==> config.mk <==
export PLATFORM = sky130hd
export DESIGN_NAME = constmap_scheduler
export DESIGN_NICKNAME = d
export VERILOG_FILES = /design/src/rtl/constmap_scheduler.sv
export SDC_FILE = /design/constraint.sdc
export NUM_CORES = 1
export LEC_CHECK = 0
export ABC_CLOCK_PERIOD_IN_PS = 14890
export CAP_MARGIN = 20
export CORE_ASPECT_RATIO = 0.9
export CORE_MARGIN = 5
export CORE_UTILIZATION = 39
export CTS_BUF_LIST = sky130_fd_sc_hd__clkbuf_8
export CTS_CLUSTER_DIAMETER = 200
export CTS_CLUSTER_SIZE = 24
export DETAILED_ROUTE_END_ITERATION = 10
export SLEW_MARGIN = 20
export SYNTH_ARGS = -nofsm -noshare
export SYNTH_HDL_FRONTEND = slang
export SYNTH_SLANG_ARGS = --single-unit
==> constraint.sdc <==
create_clock -name clk -period 14.89 [get_ports clk]
set_input_delay 2.978 -clock clk [delete_from_list [all_inputs] [get_ports clk]]
set_output_delay 2.978 -clock clk [all_outputs]
set_load 0.01 [all_outputs]
==> src/rtl/constmap_scheduler.sv <==
// Round-robin arbiter sharing one note-to-phase-increment constant ROM
// between NUM_REQ requesters, with a one-entry last-result cache.
module constmap_scheduler #(
  parameter int NUM_REQ = 8,
  parameter int ROM_LAT = 1,
  parameter int ID_W    = 3
) (
  input  logic                 clk,
  input  logic                 reset,
  input  logic [NUM_REQ-1:0]   req,
  input  logic [9*NUM_REQ-1:0] note_in,
  input  logic                 cache_flush,
  output logic [NUM_REQ-1:0]   ack,
  output logic [23:0]          const_out,
  output logic                 const_valid,
  output logic [ID_W-1:0]      const_id,
  output logic [8:0]           rom_sound,
  input  logic [23:0]          rom_constant
);

  typedef enum logic [1:0] {
    IDLE,
    ADDR,
    WAIT,
    DONE
  } state_t;

  state_t          state;
  logic [ID_W-1:0] rr_ptr;
  logic [ID_W-1:0] gnt_id;
  logic [ID_W-1:0] pick;
  logic [ID_W-1:0] gnt_next;
  logic            found;
  logic [8:0]      pick_raw;
  logic [8:0]      pick_note;
  logic [8:0]      note_r;
  logic [8:0]      cache_note;
  logic [23:0]     cache_const;
  logic            cache_valid;
  logic [1:0]      cnt;
  logic            hit;

  // Scan downward so the requester closest to rr_ptr is the one kept.
  always_comb begin
    int idx;
    idx   = 0;
    found = 1'b0;
    pick  = '0;
    for (int k = NUM_REQ - 1; k >= 0; k--) begin
      idx = int'(rr_ptr) + k;
      if (idx >= NUM_REQ) idx = idx - NUM_REQ;
      if (req[ID_W'(idx)]) begin
        found = 1'b1;
        pick  = ID_W'(idx);
      end
    end
  end

  always_comb begin
    pick_raw  = note_in[9*int'(pick) +: 9];
    pick_note = pick_raw[8] ? 9'd255 : pick_raw;
    hit       = cache_valid && (pick_note == cache_note);
    gnt_next  = (gnt_id == ID_W'(NUM_REQ - 1))
              ? '0 : gnt_id + ID_W'(1);
  end

  always_ff @(posedge clk) begin
    if (reset) begin
      state       <= IDLE;
      rr_ptr      <= '0;
      gnt_id      <= '0;
      note_r      <= '0;
      cache_note  <= '0;
      cache_const <= '0;
      cache_valid <= 1'b0;
      cnt         <= '0;
      ack         <= '0;
      const_out   <= '0;
      const_valid <= 1'b0;
      const_id    <= '0;
      rom_sound   <= '0;
    end else begin
      ack         <= '0;
      const_valid <= 1'b0;
      unique case (state)
        IDLE: begin
          if (found) begin
            gnt_id <= pick;
            note_r <= pick_note;
            if (hit) begin
              const_out   <= cache_const;
              const_valid <= 1'b1;
              const_id    <= pick;
              ack         <= NUM_REQ'(1) << pick;
              state       <= DONE;
            end else begin
              // Present the address early so the ROM latency
              // starts counting from the ADDR cycle.
              rom_sound <= pick_note;
              state     <= ADDR;
            end
          end
        end
        ADDR: begin
          rom_sound <= note_r;
          cnt       <= 2'(ROM_LAT);
          state     <= WAIT;
        end
        WAIT: begin
          cnt <= cnt - 2'd1;
          if (cnt == 2'd1) begin
            const_out   <= rom_constant;
            cache_note  <= note_r;
            cache_const <= rom_constant;
            cache_valid <= 1'b1;
            const_valid <= 1'b1;
            const_id    <= gnt_id;
            ack         <= NUM_REQ'(1) << gnt_id;
            state       <= DONE;
          end
        end
        DONE: begin
          rr_ptr <= gnt_next;
          state  <= IDLE;
        end
        default: state <= IDLE;
      endcase
      // Flush beats a simultaneous cache fill.
      if (cache_flush) cache_valid <= 1'b0;
    end
  end

endmodule

* Word-level counts from Yosys, hierarchy flattened
Cells that the tools add are included. Widths: inputs -> output; s select.
Operators by class: add/sub/neg operators 17, eq/ne operators 10, reduce and logical (&&, ||, !) cells 11, magnitude comparators 16, shift operators 3, multiply operators 1, mux-type cells 74
Operators by type and width (number):
- $mux 24 | 3
- $shiftx 72x8->9 | 1
- $mux 3 | 20
- $pmux 24 s2 | 1
- $lt 3x5->1 const B | 8
- $mux 8 | 4
- $ge 4x4->1 const B | 7
- $mux 1 | 27
- $bmux 1 s3 | 8
- $sub 3x1->3 const B | 8
- $mux 9 | 2
- $pmux 9 s2 | 1
- $add 3x3->4 const B | 4
- $pmux 8 s2 | 1
- $shl 1x3->8 const A | 2
- $eq 8x9->1 | 1
- $add 3x2->4 const B | 2
- $ne 2x2->1 const B | 4
- $pmux 2 s4 | 1
- $mul 4x3->7 const A | 1
- $mux 2 | 3
- $pmux 3 s2 | 1
- $reduce_and 2->1 | 3
- $reduce_bool 2->1 | 3
- other kinds (14) | 16
Storage, ports and cells: output and inout port bits 45, word-level logic and storage cells 145, register bits after elaboration 98, input bits 107

* Longest topological paths before layout
Gate-level depths: netlist (run 1).
depth after elaboration 22, mapped depth 22, mapped depth without buffers 15

* Worst setup path after synthesis (run 1)
OpenSTA, ideal clock, no wires.
path type input-to-reg, start point in req[4], end point reg const_id[2], path slack 7.543 ns, setup time 0.157 ns, cell stages on the path 15, arrival 7.190 ns, data required time 14.733 ns, buffers on the path 3, cell sequence clkbuf_1 -> mux4_2 -> mux2_2 -> or3_1 -> a311oi_4 -> o21a_1 -> buf_2 -> mux2i_1 -> o2111ai_1 -> a211oi_1 -> xnor2_1 -> or3_1 -> o41ai_4 -> buf_2 -> a311oi_2
On the way: word-level cells in the longest chain between the ends 18, elaborated cells between the ends (all ways) 51, those cells by class 1 x mul; 3 x eq/ne; 1 x shift; 44 x mux; 2 x reduce/logical
Ends and longest elaborated chain:
- from (decl) | RTL line 10 | input logic [NUM_REQ-1:0] req,
- $bmux 1 s3 | RTL line 52 | if (req[ID_W'(idx)]) begin
- $mux 1 (not written as such) (2 in a row) | RTL line 52
- $mux 3 (8 in a row) | RTL line 52
- $mul 4x3->7 | RTL line 60 | pick_raw = note_in[9*int'(pick) +: 9];
- $shiftx 72x8->9 | RTL line 60
- $mux 8 | RTL line 61 | pick_note = pick_raw[8] ? 9'd255 : pick_raw;
- $eq 8x9->1 | RTL line 62 | hit = cache_valid && (pick_note == cache_note);
- $logic_and 1x1->1 | RTL line 62
- $ne 2x2->1 (no source line)
- $reduce_and 4->1 (no source line)
- to (signal assigned) | RTL line 93 | const_id <= pick;
- to (signal assigned) | RTL line 117 | const_id <= gnt_id;
- to (decl) | RTL line 16 | output logic [ID_W-1:0] const_id,
Several ways; a longest one is shown, not always the timed one. The select of a mux whose other input is x is not followed. A chain may end at the register's enable or synchronous reset.

* Worst setup path in the final report (run 1)
start point in req[1], end point reg const_out[17]
On the way: word-level cells in the longest chain between the ends 18, elaborated cells between the ends (all ways) 48, those cells by class 1 x mul; 3 x eq/ne; 1 x shift; 41 x mux; 2 x reduce/logical
Ends and longest elaborated chain:
- $bmux 1 s3 | RTL line 52
- $mux 1 (not written as such) (2 in a row) | RTL line 52
- $mux 3 (8 in a row) | RTL line 52
- $mul 4x3->7 | RTL line 60
- $shiftx 72x8->9 | RTL line 60
- $mux 8 | RTL line 61
- $eq 8x9->1 | RTL line 62
- $logic_and 1x1->1 | RTL line 62
- $ne 2x2->1 (no source line)
- $reduce_and 4->1 (no source line) *
- to (signal assigned) | RTL line 91 | const_out <= cache_const;
- to (signal assigned) | RTL line 112 | const_out <= rom_constant;
- to (decl) | RTL line 14 | output logic [23:0] const_out,
Every way passes the cells marked *; elsewhere a longest branch is shown, timed or not. The select of a mux whose other input is x is not followed.

==> results of run 1 <==
==> cell usage in the layout, fill, tap and decap left out, drive strengths merged, types with 7 or more instances in the layout <==
cell           synthesis  final
clkdlybuf4s50          0    149
nand2                112    112
dfxtp                 95     95
a21oi                 75     75
mux2i                 57     57
nor2                  42     42
o21ai                 28     28
a311oi                28     28
mux2                  21     21
nor3                  20     20
inv                   17     19
a211oi                17     17
mux4                  15     15
o2111ai               15     15
o211ai                14     14
ha                    13     13
nand3                 11     11
nand4                 10     10
clkbuf                36      9
buf                   34      9
o21a                   9      9
o221ai                 7      7
o22ai                  7      7
==> kinds of logic after synthesis <==
family          Yosys count
compound gates          237
simple gates            237
flops                    95
mux                      93
buf+inv                  89
fa+ha+maj                13
xor+xnor                  9
other cells               1
==> power groups by stage <==
stage / Clock (W) / Combinational [W] / Sequential, W
finish: 0.000171 / 0.000680 / 0.000331
global route: 0.000186 / 0.000743 / 0.000338
CTS: 0.000178 / 0.000677 / 0.000331
detailed placement: 0 / 0.000675 / 0.000336
global placement: 0 / 0.000661 / 0.000335
floorplan: 0 / 0.000489 / 0.000338
==> sequential cells by signal (all words and copies together) (netlist names) <==
signal,count
cache_valid,1
rom_sound,8
const_out,24
gnt_id,3
const_id,3
cnt,2
rr_ptr,3
note_r,8
cache_note,8
cache_const,24
state,2
ack,8
const_valid,1
==> worst paths after layout <==
path         cells past startpoint  slack [ns]        endpoint           start
min reg2reg                      2        0.46  cache_const[3]  cache_const[3]
max                             15        6.08   const_out[17]          req[1]
min                              2        0.46  cache_const[3]  cache_const[3]
max reg2reg                     16        7.16   const_out[17]       rr_ptr[1]
==> Yosys cell counts (5+ instances only) <==
cell type  number
a2111oi_0       5
a211oi_1       16
a21oi_1        55
a21oi_2        20
a311oi_2       24
buf_1           6
buf_2          16
buf_6           8
clkbuf_1       36
dfxtp_1        95
ha_1           13
inv_1          16
mux2_1          5
mux2_2         16
mux2i_1        56
mux4_2         15
nand2_1       112
nand2b_1        5
nand3_1        11
nand4_1        10
nor2_1         42
nor3_1         20
o2111ai_1      15
o211a_1         6
o211ai_1       14
o21a_1          8
o21ai_0        24
o221ai_1        7
o22ai_1         6
or3_1           6
==> per-stage QoR <==
step                      worst slack, ns  power, W  utilization (%)  hold slack (ns)
after floorplan                      7.54  0.000826                -            0.436
after global placement               5.98  0.000996             48.7            0.441
after detailed placement             5.80   0.00101             48.7            0.446
after CTS                            6.20   0.00119             49.9            0.460
after global routing                 5.76   0.00127             49.9            0.479
final                                6.08   0.00118             49.9            0.459
==> final cells by class <==
type                    count  share of cell area [%]
flip-flops and latches     95                    22.4
clock inverters             7                   0.826
clock buffers               9                    1.46
inverters                  19                   0.841
multi-input cells         590                    52.6
repair buffers            158                    18.4
well taps                 235                    3.47
==> critical path: stages <==
cell and delay (ns):
clkdlybuf4s50_1 0.59, mux4_2 0.63, mux2i_4 0.28, o211ai_1 0.19, a21oi_1 0.90, o21a_4 0.43
mux2i_1 0.27, o22ai_2 0.17, or2_1 0.37, or4_1 0.55, o311a_1 0.20, o41ai_4 0.36
buf_4 0.66, a21oi_1 0.20, a311oi_2 0.26
==> routing by layer <==
layer  vias to the layer above  wire [µm]  global-route usage [%]
met1                      3130       9670                    26.5
li1                       3112          -                       -
met4                         0        282                    3.20
met2                       186       9760                    33.2
met5                         -          0                       0
met3                        26       1030                    4.15
==> impl_metrics.yaml, run 1 <==
synth:
  netlist.area_leader.share_pct: 28.0
  synth-main-ff-cell: "dfxtp_1"
  seq_area_frac_synth_pct: 28.0
  async_flop_share_pct: 0
  synth.area.top_cells: "dfxtp_1, mux2i_1, nand2_1"
  synth_enable_flop_cells: 0
  synth_top_family_by_area: "compound AO/OA/AOI/OAI gates"
  yosys.area_share.simple_pct: 16.0
  postSynthRegisterBits: 95
  synth_fa_ha_area_share_pct: 2.40
  syn_avg_cell_area_um2: 8.77
  syn_nets: 894
  synth_largest_area_cell: "dfxtp_1"
  synth.distinct_cells: 78
  synth.area.mux_share_pct: 17.1
  synth-compound-area-share_pct: 28.5
  syn_inst: 774
  synthesis.area_mm2: 0.00679
  synth-xor-area-share_pct: 1.66
  yosysWarningCount: 0
floorplanning:
  dieHeight_um: 135
  die_area_mm2: 0.0201
  pin_count: 152
  core_mm2: 0.0170
  initial_core_util_pct: 39.9
  dieWidth_um: 149
  row_count: 45
sta:
  fin_crit_sh_pct: 59.2
  fmax_mhz: 114
  min_period_ns: 8.81
  tns_ns: 0
  rsz0062_at_grt: "false"
  relSlewSlack_pct: 24.3
  tightest_slew_ns: 1.14
  finalClockSkew_ns: 0.0106
  slew_viol_final: 0
  hold_viol: 0
  setup_viol: 0
power_and_ir_drop:
  power.density_mw_per_mm2: 139
  internal_power_w: 0.000653
  combPwrFrac_pct: 57.5
  p_switching_w: 0.000530
  p_seq_share_pct: 28.0
  leakage_nw: 2.78
  p_sw_share_pct: 44.8
  clkPwrFrac_pct: 14.5
  vdd_drop_max_v: 0.0000754
clock_network:
  cts-htree-levels: 3
  holdBufCountCts: 0
  cts_setup_buffers: 0
  cts-root-buf: "clkbuf_8"
  cts_tree: "built"
  clock_sinks: 95
  cts_buffers: 9
  clock_path_buffers: 2
  clkSlewWorstSetupHoldPaths_ns: 0.10
  clk_latency_ns: 0.36
  cts_resized: 0
drt:
  wl_mm: 20.7
  vias_per_cell: 5.80
  wl_per_cell_um: 18.6
  drt_first_iter_violations: 481
  vias: 6454
  drcViolationCount: 0
  first_pass_iters: 5
  antenna_left: 0
critical_path:
  crit_type: "input port to flop"
  cp_max_fo: 52
  end_kind: "flop"
  start_kind: "input port"
  required_ns: 15.17
  cp.arrival_ns: 9.09
placed_design:
  dp.final_hpwl_mm: 15.1
  gp_congestion: 0.855
  placed_area_mm2: 0.00829
  dp_cells: 1097
  port-buffer-count: 150
run:
  maxCapViolCount: 0
global_routing:
  grt_pass1_wl_mm: 32.5
  grt_overflow: 0
  grt_pass1_vias: 6065
  antenna_found_initial: 0
  grt_max_degree: 84
  grt_usage_pct: 19.7
min_path:
  hp-class: "flop to flop"
layout:
  nFillCells: 1602
  syn2layout_area_growth_pct: 25.0
  drive_gt1_share_pct: 14.4
  ff_latch_area_mm2: 0.00190
  instances_no_fill: 1113
  multi_input_area_mm2: 0.00446
  fin_area_mm2: 0.00848
  nets: 993
  antenna_cells: 0
status:
  status: "complete, no violations"
Power figures use the tool's default switching activity.
==> run 2, diff against run 1 <==
--- a/config.mk
+++ b/config.mk
@@ -5,7 +5,7 @@
 export SDC_FILE = /design/constraint.sdc
 export NUM_CORES = 1
 export LEC_CHECK = 0
-export ABC_CLOCK_PERIOD_IN_PS = 14890
+export ABC_CLOCK_PERIOD_IN_PS = 7100
 export CAP_MARGIN = 20
 export CORE_ASPECT_RATIO = 0.9
 export CORE_MARGIN = 5
@@ -14,6 +14,7 @@
 export CTS_CLUSTER_DIAMETER = 200
 export CTS_CLUSTER_SIZE = 24
 export DETAILED_ROUTE_END_ITERATION = 10
+export PLACE_DENSITY = 0.67
 export SLEW_MARGIN = 20
 export SYNTH_ARGS = -nofsm -noshare
 export SYNTH_HDL_FRONTEND = slang
==> constraint.sdc (replaced) <==
create_clock -name clk -period 7.1 [get_ports clk]
set_input_delay 1.42 -clock clk [delete_from_list [all_inputs] [get_ports clk]]
set_output_delay 1.42 -clock clk [all_outputs]
set_load 0.01 [all_outputs]
==> run 2 against run 1 <==
Total power rose by 120%; sequential power rose by 110%; routed wire length shrank 3.5%; flip-flop and latch count unchanged; count of clock-buffer cells in the layout up 1; final cell count grew 2.3%; first-iteration DRC count fell by 9.4%; via count about the same; hold slack got worse by 0.0022 ns; design area is 2.9% higher.
==> impl_metrics.yaml, run 2 (same netlist as run 1, synthesis figures left out) <==
status:
  status: "complete, no violations"
critical_path:
  end_kind: "flop"
  start_kind: "input port"
  crit_type: "input port to flop"
  cp_max_fo: 11
  cp.arrival_ns: 7.08
  required_ns: 7.42
sta:
  min_period_ns: 6.77
  fmax_mhz: 148
  setup_viol: 0
  hold_viol: 0
  worst_slack_ns: 0.333
  finalClockSkew_ns: 0.0107
  rsz0062_at_grt: "false"
  slew_viol_final: 0
  tightest_slew_ns: 1.03
  fin_crit_sh_pct: 95.3
  tns_ns: 0
  relSlewSlack_pct: 31.2
floorplanning:
  core_mm2: 0.0170
  dieHeight_um: 135
  dieWidth_um: 149
  row_count: 45
  die_area_mm2: 0.0201
  initial_core_util_pct: 39.9
  pin_count: 152
power_and_ir_drop:
  vdd_drop_max_v: 0.000137
  power.total_w: 0.00256
  leakage_nw: 2.93
  power.density_mw_per_mm2: 293
clock_network:
  clk_latency_ns: 0.37
  cts_buffers: 9
  cts-root-buf: "clkbuf_8"
  cts-htree-levels: 3
  clock_sinks: 95
  cts_resized: 0
  clkSlewWorstSetupHoldPaths_ns: 0.09
  cts_tree: "built"
  holdBufCountCts: 0
  cts_setup_buffers: 0
  clock_path_buffers: 2
layout:
  nFillCells: 1617
  drive_gt1_share_pct: 16.7
  layout_common_cells: "clkdlybuf4s50_1, nand2_1, dfxtp_1"
  antenna_cells: 0
  syn2layout_area_growth_pct: 28.7
  fin_util_pct: 51.3
  top_regs: "cache_const: 24 flops, const_out: 24 flops"
  final_common_cell: "clkdlybuf4s50_1"
  nets: 1019
global_routing:
  grt_pass1_wl_mm: 32.3
  antenna_found_initial: 0
  grt_max_degree: 47
  grt_usage_pct: 19.5
  grt_pass1_vias: 6282
  grt_overflow: 0
placed_design:
  gp_congestion: 0.896
  pre_cts_slack_ns: 0.0728
  port-buffer-count: 150
  dp.final_hpwl_mm: 14.8
drt:
  first_pass_iters: 5
  antenna_left: 0
  drcViolationCount: 0
  vias: 6451
  wl_per_cell_um: 17.6
  wl_mm: 20.0
  vias_per_cell: 5.66
  drt_first_iter_violations: 436
min_path:
  hp-class: "flop to flop"
run:
  maxCapViolCount: 0
run 2: area by class of cell:
type,count,area (µm²),share of cell area [%]
Multi-Input combinational cell,590,4470,51.1
Sequential cell,95,1900,21.8
Timing Repair Buffer,184,1790,20.5
Tap cell,235,294,3.37
Clock buffer,10,138,1.58
Inverter,19,71.3,0.817
Clock inverter,6,68.8,0.788
run 2: through the flow:
stage | std cells | hold WS, ns | cell area (µm²)
after global routing | 1139 | 0.472 | 8730
after global placement | 1123 | 0.440 | 8520
after CTS | 1139 | 0.460 | 8720
after detailed placement | 1123 | 0.446 | 8520
after floorplan | 774 | 0.436 | 6790
final | 1139 | 0.457 | 8730
run 2: routing by layer:
layer / routed length, µm / share of wire [%] / vias up / track usage, %
met3: 1260 / 6.3 / 22 / 4.15
met2: 9360 / 47 / 215 / 31.6
met1: 9150 / 46 / 3062 / 26.9
li1: - / - / 3152 / -
met5: 0 / 0 / - / 0
met4: 258 / 1.3 / 0 / 4.17
run 2: path summary, 6_finish.rpt:
check / from / slack, ns / cells past startpoint / to
setup / recovery: req[0] / 0.33 / 15 / ack[7]
hold / removal: cache_const[2] / 0.46 / 2 / cache_const[2]
setup reg to reg: rr_ptr[0] / 0.75 / 16 / ack[7]
hold reg to reg: cache_const[2] / 0.46 / 2 / cache_const[2]
run 2: worst max-delay path, cell delays in order:
cell and delay (ns):
clkdlybuf4s50_1 0.61, mux2_1 0.40, mux4_2 0.59, a211oi_1 0.29, o211ai_1 0.26, o21ai_2 0.47
a2111oi_0 0.22, nor4_2 0.72, nand4bb_1 0.16, mux2_2 0.31, and3_1 0.19, nor4_1 0.60
nand4_1 0.28, o21ai_0 0.39, buf_4 0.18
run 2: where the power goes:
part	switching [W]	internal [W]	total [W]
registers	0.0000686	0.000625	0.000694
logic	0.000854	0.000637	0.00149
clock network	0.000196	0.000174	0.000370
total	0.00112	0.00144	0.00256
==> run 3, diff against run 2 <==
--- a/config.mk
+++ b/config.mk
@@ -5,6 +5,7 @@
 export SDC_FILE = /design/constraint.sdc
 export NUM_CORES = 1
 export LEC_CHECK = 0
+export ABC_AREA = 1
 export ABC_CLOCK_PERIOD_IN_PS = 7100
 export CAP_MARGIN = 20
 export CORE_ASPECT_RATIO = 0.9
@@ -14,7 +15,7 @@
 export CTS_CLUSTER_DIAMETER = 200
 export CTS_CLUSTER_SIZE = 24
 export DETAILED_ROUTE_END_ITERATION = 10
-export PLACE_DENSITY = 0.67
+export PLACE_DENSITY = 0.69
 export SLEW_MARGIN = 20
 export SYNTH_ARGS = -nofsm -noshare
 export SYNTH_HDL_FRONTEND = slang
==> run 3 against run 2 <==
Sequential power increased by 14%; flip-flop and latch count unchanged; final cell count increased by 12%; critical path depth increased by 13; sequential share of layout area increased by 3.6 points; non-clock buffer count decreased by 29; routed wire length decreased by 20%; first-iteration DRC count decreased by 0.92%; via count decreased by 6.6%; die area decreased by 14%; worst setup slack improved by 1.3 ns; core utilization decreased by 0.14 points; largest cell class unchanged; highest routed layer unchanged.
==> impl_metrics.yaml, run 3 <==
status:
  status: "complete, no violations"
placed_design:
  dp_cells: 1262
  dp.final_hpwl_mm: 11.5
  placed_area_mm2: 0.00730
  gp_congestion: 0.879
  port-buffer-count: 150
synth:
  synth-xor-area-share_pct: 0.151
  syn_avg_cell_area_um2: 6.05
  yosysWarningCount: 0
  synth_enable_flop_cells: 0
  yosys.area_share.simple_pct: 43.4
  syn_inst: 957
  postSynthRegisterBits: 95
  synth.area.mux_share_pct: 1.41
  synth_fa_ha_area_share_pct: 2.81
  synth-main-ff-cell: "dfxtp_1"
  synth.distinct_cells: 33
  synth_common_cells: "nand2_1, dfxtp_1, nor2_1"
  syn_nets: 1077
  seq_area_frac_synth_pct: 32.9
  yosysMostFrequentCell: "nand2_1"
  netlist.area_leader.share_pct: 32.9
  async_flop_share_pct: 0
  synth_top_family_by_area: "simple AND/OR/NAND/NOR gates"
  synth-compound-area-share_pct: 9.10
  synthesis.area_mm2: 0.00579
  synth.area.top_cells: "dfxtp_1, nand2_1, nor2_1"
  synth_largest_area_cell: "dfxtp_1"
floorplanning:
  die_area_mm2: 0.0174
  initial_core_util_pct: 39.6
  core_mm2: 0.0146
  dieWidth_um: 138
  row_count: 42
  pin_count: 152
  dieHeight_um: 126
layout:
  instances_no_fill: 1278
  final_common_cell: "nand2_1"
  antenna_cells: 0
  syn2layout_area_growth_pct: 29.3
  nets: 1195
  layout_common_cells: "nand2_1, clkdlybuf4s50_1, nor2_1, dfxtp_1, inv_1"
  drive_gt1_share_pct: 5.00
  nFillCells: 1503
  top_regs: "cache_const: 24 flops, const_out: 24 flops"
  fin_area_mm2: 0.00748
global_routing:
  grt_max_degree: 49
  grt_pass1_vias: 5585
  grt_use_met1_pct: 25.2
  use_met2_pct: 29.6
  use_met3_pct: 3.82
  busiest_layer: "met2"
  antenna_found_initial: 0
  grt_overflow: 0
  grt_usage_pct: 18.1
  grt_pass1_wl_mm: 27.0
drt:
  vias_per_cell: 4.72
  wl_mm: 16.0
  wl_per_cell_um: 12.5
  drcViolationCount: 0
  drt_first_iter_violations: 432
  first_pass_iters: 5
  vias: 6028
  antenna_left: 0
clock_network:
  cts_resized: 0
  cts-root-buf: "clkbuf_8"
  clkSlewWorstSetupHoldPaths_ns: 0.09
  clk_latency_ns: 0.37
  cts_buffers: 9
  cts-htree-levels: 3
  clock_sinks: 95
  cts_setup_buffers: 0
  holdBufCountCts: 0
  clock_path_buffers: 2
  cts_tree: "built"
run:
  maxCapViolCount: 0
critical_path:
  start_kind: "input port"
  cp_max_fo: 48
  end_kind: "flop"
  required_ns: 7.35
  cp.arrival_ns: 5.72
  crit_type: "input port to flop"
sta:
  fin_crit_sh_pct: 77.0
  rsz0062_at_grt: "false"
  min_period_ns: 5.47
  setup_viol: 0
  relSlewSlack_pct: 33.9
  hold_viol: 0
  tightest_slew_ns: 0.988
  fmax_mhz: 183
  slew_viol_final: 0
  tns_ns: 0
  finalClockSkew_ns: 0.0130
power_and_ir_drop:
  leakage_nw: 3.52
  vdd_drop_max_v: 0.000217
  power.density_mw_per_mm2: 414
min_path:
  hp-class: "flop to flop"
run 3: cell count changes after synthesis, sizes merged, moves of 14 or more:
cell | before | now
a21oi | 75 | 56
a311oi | 28 | 0
inv | 17 | 86
mux2 | 21 | 1
mux2i | 57 | 7
mux4 | 15 | 0
nand2 | 112 | 413
nand3 | 11 | 64
nor2 | 42 | 107
nor3 | 20 | 3
o2111ai | 15 | 0
o211ai | 14 | 0
run 3: cell type report:
class	count	area [µm²]	share of cell area [%]
clock buffer	10	138	1.84
inverter	86	325	4.35
timing repair buffer	155	1530	20.5
tap	198	248	3.31
clock inverter	6	42.5	0.569
multi-input combinational	728	3290	44.0
sequential	95	1900	25.4
run 3: worst paths after layout:
path / start / endpoint / slack (ns) / depth (start not counted)
worst min-delay path: cnt[1] / cnt[1] / 0.47 / 2
worst max register to register: rr_ptr[0] / const_out[16] / 1.75 / 30
worst max-delay path: req[1] / const_out[16] / 1.63 / 28
worst min register to register: cnt[1] / cnt[1] / 0.47 / 2
run 3: kinds of logic after synthesis:
| logic type | count (synthesis) |
|---|---|
| other | 1 |
| buffers and inverters | 134 |
| AOI/OAI and AO/OA | 100 |
| muxes | 8 |
| DFF | 95 |
| adders and majority gates | 13 |
| xor gates and xnor gates | 1 |
| and+or+nand+nor | 605 |
run 3: power breakdown:
group	leakage (nW)	switching, W	internal, W
sequential	0.777	0.000101	0.000693
combinational	2.66	0.00123	0.000736
clock	0.0891	0.000199	0.000138
total	3.52	0.00153	0.00157
run 3: stage by stage:
| step | hold slack, ns | util (%) | total power [W] | setup WS [ns] |
|---|---|---|---|---|
| floorplan | 0.434 | - | 0.00228 | 3.10 |
| global placement | 0.447 | 50.0 | 0.00275 | 1.33 |
| detailed placement | 0.449 | 50.0 | 0.00277 | 1.25 |
| CTS | 0.467 | 51.2 | 0.00312 | 1.64 |
| global route | 0.489 | 51.2 | 0.00345 | 1.02 |
| finish | 0.468 | 51.2 | 0.00310 | 1.63 |
run 3: routing by layer:
layer / share of wire (%) / routed length [µm] / vias up
met4: 0.84 / 135 / 0
met1: 48 / 7750 / 2659
li1: - / - / 3212
met2: 46 / 7420 / 146
met3: 4.6 / 733 / 11
met5: 0 / 0 / -
run 3: critical path, cell delays in order:
cell and delay [ns]:
clkdlybuf4s50_1 0.48, nand2_1 0.07, nand3_1 0.17, nand3_1 0.13, nand2_2 0.12, inv_1 0.06, nand2_1 0.05, nand2_1 0.05
nand2_1 0.05, nand2_1 0.05, nand2_1 0.05, nand2_1 0.07, nand2_4 0.12, nand2_4 0.25, inv_2 0.41, nor2_1 0.19
nand2_1 0.09, nand2_1 0.05, o21ai_1 0.19, nand3_2 0.12, nand2_1 0.08, nand2_1 0.07, nor2_2 0.11, nand3_2 0.17
nand2_4 0.16, nand2_2 0.54, nor2_1 0.27, nor2_1 0.07
